`config.mk`:
```
export PLATFORM = sky130hd
export DESIGN_NAME = onehot_key_capture_flat
export DESIGN_NICKNAME = d
export VERILOG_FILES = /design/src/rtl/onehot_key_capture_if.sv /design/src/rtl/onehot_key_capture.sv /design/src/flat_wrapper.sv
export SDC_FILE = /design/constraint.sdc
export NUM_CORES = 1
export LEC_CHECK = 0
export BUFFER_PORTS_ARGS = -buffer_cell sky130_fd_sc_hd__buf_4
export CAP_MARGIN = 20
export CORE_MARGIN = 4
export CORE_UTILIZATION = 47
export CTS_CLUSTER_SIZE = 14
export DETAILED_ROUTE_END_ITERATION = 10
export MAX_ROUTING_LAYER = met4
export PLACE_DENSITY = 0.67
export SYNTH_ARGS = -nofsm -noshare
export SYNTH_HDL_FRONTEND = slang
export SYNTH_SLANG_ARGS = --single-unit
```
`constraint.sdc`:
```
create_clock -name clk -period 2.8 [get_ports clk]
set_clock_uncertainty 0.1 [all_clocks]
set_input_delay 0.28 -clock clk [delete_from_list [all_inputs] [get_ports clk]]
set_output_delay 0.28 -clock clk [all_outputs]
set_load 0.02 [all_outputs]
```
`src/rtl/onehot_key_capture_if.sv`:
```
// Purpose : bundles the key-capture stage's data signals for the encoder front end.
// Latency : n/a (wiring only).
// Backpressure: none; every signal is sampled or driven every cycle.
//
// Signals:
//   key_in    raw asynchronous buttons, 1 = pressed      (master -> slave)
//   clear     synchronous request to zero onehot         (master -> slave)
//   onehot    captured one-hot key or 0, encoder input   (slave -> master)
//   strobe    one-cycle pulse on each new capture        (slave -> master)
//   multi_err one-cycle pulse on a multi-key press       (slave -> master)
//   db_keys   debounced key vector, observability only   (slave -> master)
interface onehot_key_capture_if #(
  parameter int WIDTH = 8
);
  logic [WIDTH-1:0] key_in;
  logic             clear;
  logic [WIDTH-1:0] onehot;
  logic             strobe;
  logic             multi_err;
  logic [WIDTH-1:0] db_keys;

  // master: the environment driving the buttons and consuming the capture
  modport master (
    output key_in,
    output clear,
    input  onehot,
    input  strobe,
    input  multi_err,
    input  db_keys
  );

  // slave: the capture block itself
  modport slave (
    input  key_in,
    input  clear,
    output onehot,
    output strobe,
    output multi_err,
    output db_keys
  );
endinterface

```
`src/rtl/onehot_key_capture.sv`:
```
// Purpose : synchronise + debounce raw buttons, capture a single pressed key as one-hot.
// Latency : key stable before edge 1 -> db_keys at edge 2+DEBOUNCE_CYCLES, onehot/strobe one edge later.
// Backpressure: none; the encoder input is a registered level, strobe/multi_err are single-cycle pulses.
//
// Ports:
//   clk  in  rising-edge clock
//   rst  in  synchronous active-high reset, overrides everything
//   bus  slave modport of onehot_key_capture_if (key_in, clear in; onehot, strobe,
//        multi_err, db_keys out)
//
// DEBOUNCE_CYCLES must be >= 2 and CNT_W must be wide enough to hold DEBOUNCE_CYCLES-1.
module onehot_key_capture #(
  parameter int WIDTH           = 8,
  parameter int DEBOUNCE_CYCLES = 4,
  parameter int CNT_W           = 3
) (
  input  logic                 clk,
  input  logic                 rst,
  onehot_key_capture_if.slave  bus
);

  typedef enum logic [1:0] {
    ST_IDLE    = 2'd0,  // no debounced key; ready to capture
    ST_HELD    = 2'd1,  // a single key was captured; waiting for full release
    ST_LOCKOUT = 2'd2   // a multi-key press was seen; waiting for full release
  } state_t;

  localparam logic [CNT_W-1:0] CNT_LAST = CNT_W'(DEBOUNCE_CYCLES - 1);

  // ---------------------------------------------------------------------------
  // State
  // ---------------------------------------------------------------------------
  logic [WIDTH-1:0]            s1_q,        s1_d;
  logic [WIDTH-1:0]            s2_q,        s2_d;
  logic [WIDTH-1:0]            db_q,        db_d;
  logic [WIDTH-1:0][CNT_W-1:0] cnt_q,       cnt_d;
  state_t                      state_q,     state_d;
  logic [WIDTH-1:0]            onehot_q,    onehot_d;
  logic                        strobe_q,    strobe_d;
  logic                        multi_err_q, multi_err_d;

  // Classification of the debounced vector
  logic db_any;
  logic db_single;

  // ---------------------------------------------------------------------------
  // Two-flop synchroniser: raw buttons are asynchronous to clk.
  // ---------------------------------------------------------------------------
  always_comb begin
    s1_d = bus.key_in;
    s2_d = s1_q;
  end

  // ---------------------------------------------------------------------------
  // Per-bit debounce. The counter tracks how many consecutive synchronised
  // samples have disagreed with the debounced value; the bit only flips on the
  // DEBOUNCE_CYCLES-th disagreeing sample, and any agreeing sample restarts
  // the count, so short glitches never reach db_keys.
  // ---------------------------------------------------------------------------
  always_comb begin
    db_d  = db_q;
    cnt_d = cnt_q;
    for (int i = 0; i < WIDTH; i++) begin
      if (s2_q[i] == db_q[i]) begin
        cnt_d[i] = '0;
      end else if (cnt_q[i] == CNT_LAST) begin
        db_d[i]  = s2_q[i];
        cnt_d[i] = '0;
      end else begin
        cnt_d[i] = cnt_q[i] + CNT_W'(1);
      end
    end
  end

  // ---------------------------------------------------------------------------
  // Exactly-one-bit test: clearing the lowest set bit leaves zero only when a
  // single bit was set.
  // ---------------------------------------------------------------------------
  always_comb begin
    db_any    = |db_q;
    db_single = db_any && ((db_q & (db_q - WIDTH'(1))) == '0);
  end

  // ---------------------------------------------------------------------------
  // Capture FSM, acting on the debounced vector. Pulses default low every
  // cycle; onehot holds until a new capture or a clear.
  // ---------------------------------------------------------------------------
  always_comb begin
    state_d     = state_q;
    onehot_d    = onehot_q;
    strobe_d    = 1'b0;
    multi_err_d = 1'b0;

    case (state_q)
      ST_IDLE: begin
        if (db_single) begin
          onehot_d = db_q;
          strobe_d = 1'b1;
          state_d  = ST_HELD;
        end else if (db_any) begin
          // onehot keeps its previous capture; only the error pulse is raised
          multi_err_d = 1'b1;
          state_d     = ST_LOCKOUT;
        end
      end
      // First key wins in HELD; extra keys or partial releases are ignored
      // in both waiting states until every key is up.
      ST_HELD, ST_LOCKOUT: begin
        if (!db_any) begin
          state_d = ST_IDLE;
        end
      end
      default: begin
        state_d = ST_IDLE;
      end
    endcase

    // clear beats a simultaneous capture: the key is still consumed (state
    // advances to HELD above) but the encoder never sees it and no strobe fires.
    if (bus.clear) begin
      onehot_d = '0;
      strobe_d = 1'b0;
    end
  end

  // ---------------------------------------------------------------------------
  // Registers
  // ---------------------------------------------------------------------------
  always_ff @(posedge clk) begin
    if (rst) begin
      s1_q        <= '0;
      s2_q        <= '0;
      db_q        <= '0;
      cnt_q       <= '0;
      state_q     <= ST_IDLE;
      onehot_q    <= '0;
      strobe_q    <= 1'b0;
      multi_err_q <= 1'b0;
    end else begin
      s1_q        <= s1_d;
      s2_q        <= s2_d;
      db_q        <= db_d;
      cnt_q       <= cnt_d;
      state_q     <= state_d;
      onehot_q    <= onehot_d;
      strobe_q    <= strobe_d;
      multi_err_q <= multi_err_d;
    end
  end

  // ---------------------------------------------------------------------------
  // Outputs: all straight from flops
  // ---------------------------------------------------------------------------
  assign bus.onehot    = onehot_q;
  assign bus.strobe    = strobe_q;
  assign bus.multi_err = multi_err_q;
  assign bus.db_keys   = db_q;

endmodule

```
`src/flat_wrapper.sv`:
```
// flat-port wrapper written by rule: the top's interface ports become plain ports
module onehot_key_capture_flat 
#(
  parameter int WIDTH           = 8,
  parameter int DEBOUNCE_CYCLES = 4,
  parameter int CNT_W           = 3
)
  (clk, rst, bus_key_in, bus_clear, bus_onehot, bus_strobe, bus_multi_err, bus_db_keys);
  onehot_key_capture_if #(.WIDTH(WIDTH)) bus_i ();
  input  logic clk;
  input  logic rst;
  input wire logic [$bits(bus_i.key_in)-1:0] bus_key_in;
  input wire logic [$bits(bus_i.clear)-1:0] bus_clear;
  output wire logic [$bits(bus_i.onehot)-1:0] bus_onehot;
  output wire logic [$bits(bus_i.strobe)-1:0] bus_strobe;
  output wire logic [$bits(bus_i.multi_err)-1:0] bus_multi_err;
  output wire logic [$bits(bus_i.db_keys)-1:0] bus_db_keys;
  assign bus_i.key_in = bus_key_in;
  assign bus_i.clear = bus_clear;
  assign bus_onehot = bus_i.onehot;
  assign bus_strobe = bus_i.strobe;
  assign bus_multi_err = bus_i.multi_err;
  assign bus_db_keys = bus_i.db_keys;
  onehot_key_capture #(.WIDTH(WIDTH), .DEBOUNCE_CYCLES(DEBOUNCE_CYCLES), .CNT_W(CNT_W)) u_core (.clk(clk), .rst(rst), .bus(bus_i));
endmodule
```
==> summary.md <==
| Metric | Value |
|---|---|
| Total die area | ~0.0059 mm² |
| PortBufs | 28 |
| Setup CP Type | flop to flop |
| Initial DRC count | 47 |
| Die H | 76.76 µm |
| Yosys top cell area share | 54.05% |
| RSZ-0062 raised after global routing | false |
| Initial antenna violation count | 0 |
| Post-synthesis sequential area ratio | 54.05% |
| CP max FO | 10 |
| Root Buffer | clkbuf_8 |
| WL/cell | 11.21 µm |
| Synthesized area | approximately 0.0022 mm² |
| Post-synth EDFFs | 0 |
| Hold Vio Cnt, Final | 0 |
| Slew margin rel. | 74.37% |
| CP peak stage delay | 0.42 ns |
| Async set-reset flop share out of synthesis | 0% |
| H-tree depth | 3 |
| Post-layout util | 60.04% |
| Primary FF master, synth | dfxtp_1 |
| Routability Congestion | slightly above 0.8 |
| Ranking of synthesized cells by area | dfxtp_1, ha_1, mux2i_1 |
| Post-CTS Setup Repair Bufs | 0 |
| Initial Utilization | ~50% |
| Achievable Freq | 0.4632 GHz |
| CTS max path bufs | 2 |
| Synth unique cells | 22 |
| Syn nets | 247 |
| Core area | 0.004474 mm² |
| Max-Cap Viols | 0 |
| Dpl cells | roughly 300 |
| Detailed Route WL | 3.475 mm |
| Nets | ~280 |
| Congestion Overflow GR | 0 |
| Worst hold path class | input pin to flop |
| CTS tree | done |
| PwrDens | 619.3 mW/mm² |
| Finished Layout Cells | 310 |
| Area Growth Syn to Fin | 20.89% |
| Crit path launch type | flop |
| Max Slew Vio Count | 0 |
| Crit path DAT | 2.27 ns |
| Die Wd | ~77 µm |
| Mapped Cells | 219 |
| Worst-Margin Slew | 0.3844 ns |
| Synth warn | 0 |
| Top-count cell post-synth | dfxtp_1 |
| Largest net degree at the start of global routing | 39 |
| Worst EP required | 2.91 ns |
| Clock Pin Slew Worst Setup and Hold Paths | 0.06 ns |
| First-pass GRT wire length | 6.078 mm |
| CP max-delay cell | or3_4 |
| LEAKAGE | 1.149 nW |
| Row cnt | 24 |
| Post-synthesis register bit count | 60 |
| Clock sink count | 60 |
| Setup violations, final | 0 |
| Setup TNS | 0 ns |
| DRT Pass-1 Iters | 5 |
| Total number of vias | 1488 |
| Vias in the first global route | 1371 |
| # diodes | 0 |
| GRT Overall Usage | 13.71% |
| Drt via density | 4.800 |
| Post-route ant nets | 0 |
| Clk Latency, worst-skew pair | 0.33 ns |
| Layout fillers | 392 |
| DR DRC count | 0 |
| Yosys top cell by area | dfxtp_1 |
| Post-route minimum period | 2.159 ns |
| Fraction of layout cells with a size suffix above 1 | 17.83% |
| Commonest cells post-synth | dfxtp_1, nor2_1, inv_1 |
| Syn Area/Cell | 10.15 µm² |
| Fin crit share | 77.10% |
| Status | finished, final reports clean |
| IO Count | 29 |
| Peak VDD IR | between 0.3 and 0.4 mV |
| Cell chain of the critical path | or3_4 -> or3_1 -> a221oi_2 -> nand2_4 -> mux2i_1 |
| TritonCTS Buffers | 9 |
| Critical Path Sink Type | flop |
| Detail Placement HPWL | 2.371 mm |
-- per-layer routing --
| layer | vias to the layer above | GRT usage [%] | part of all wire [%] |
|---|---|---|---|
| met4 | 0 | 6.522 | 1.6 |
| met2 | 26 | 21.17 | 48 |
| li1 | 786 | - | - |
| met1 | 668 | 15.10 | 45 |
| met3 | 8 | 6.089 | 5.6 |
| met5 | - | - | 0 |
-- state kept, by name (all words and copies together) (netlist names) --
register and flops:
u_core.bus.multi_err 1, u_core.bus.strobe 1, u_core.bus.onehot 8, u_core.cnt_q 24, u_core.s2_q 8, u_core.s1_q 8
u_core.bus.db_keys 8, u_core.state_q 2
-- cell usage in the layout (no fill, tap or decap), drive strengths merged, types with 4 or more instances in the layout --
cell type	synthesis	final
xnor2	8	8
nor2b	16	16
clkbuf	5	12
or3	11	11
nor3	4	4
nand2	18	18
dfxtp	60	60
ha	17	17
inv	18	18
buf	0	29
mux2i	17	17
nor2	35	35
-- power by group --
| group | internal [mW] | leakage (nW) | switching [mW] | total (mW) |
|---|---|---|---|---|
| registers | 0.868 | 0.487 | 0.00590 | 0.874 |
| clock network | 0.448 | 0.0983 | 0.297 | 0.745 |
| logic | 0.0230 | 0.563 | 0.0210 | 0.0440 |
-- worst max-delay path, delay by kind of cell, from the launching register on --
kind | cells | cell delay [ns]
flops | 1 | 0.38
compound gates | 1 | 0.39
simple gates | 3 | 1.01
mux | 1 | 0.15
-- through the flow --
| stage | power [mW] | hold WS, ns | setup slack, ns | cell area, µm² |
|---|---|---|---|---|
| final | 1.664 | 0.06324 | 0.6411 | 2686 |
| after floorplan | 0.9189 | 0.2509 | 0.6908 | 2222 |
| after CTS | 1.693 | 0.04663 | 0.6316 | 2686 |
| after detailed placement | 0.9365 | 0.3113 | 0.6451 | 2486 |
| after global routing | 1.737 | 0.04817 | 0.5054 | 2686 |
| after global placement | 0.9358 | 0.3072 | 0.6821 | 2486 |
-- worst paths after layout --
kind,from,to,slack [ns],cells past startpoint
setup / recovery,u_core.bus.db_keys[0],u_core.bus.onehot[5],0.64,5
hold / removal,bus_key_in[4],u_core.s1_q[4],0.06,2
setup reg to reg,u_core.bus.db_keys[0],u_core.bus.onehot[5],0.64,5
hold reg to reg,u_core.cnt_q[6],u_core.cnt_q[6],0.32,1
-- cells by family (layout without fill, tap and decap cells) --
logic type | count (synthesis) | count (layout) | synth area share [%]
compound gates | 8 | 8 | 2.984
mux | 17 | 17 | 7.658
flops | 60 | 60 | 54.05
fa+ha+maj | 17 | 17 | 9.572
xor+xnor | 8 | 8 | 3.153
buf+inv | 23 | 62 | 3.885
simple gates | 86 | 86 | 18.69
-- cell type report --
class,count,area [µm²],area share [%]
Sequential cell,60,1201,44.71
Tap cell,52,65.06,2.422
Clock inverter,2,35.03,1.304
Timing Repair Buffer,30,227.7,8.477
Inverter,18,67.56,2.515
Clock buffer,12,155.1,5.776
Multi-Input combinational cell,136,934.6,34.79
-- timing repair --
item,4_1_cts,5_1_grt
hold endpoints to repair,1,0
hold buffers,1,0
endpoints found under the setup margin,0,0
resized for setup,0,0
Power figures use the tool's default switching activity.
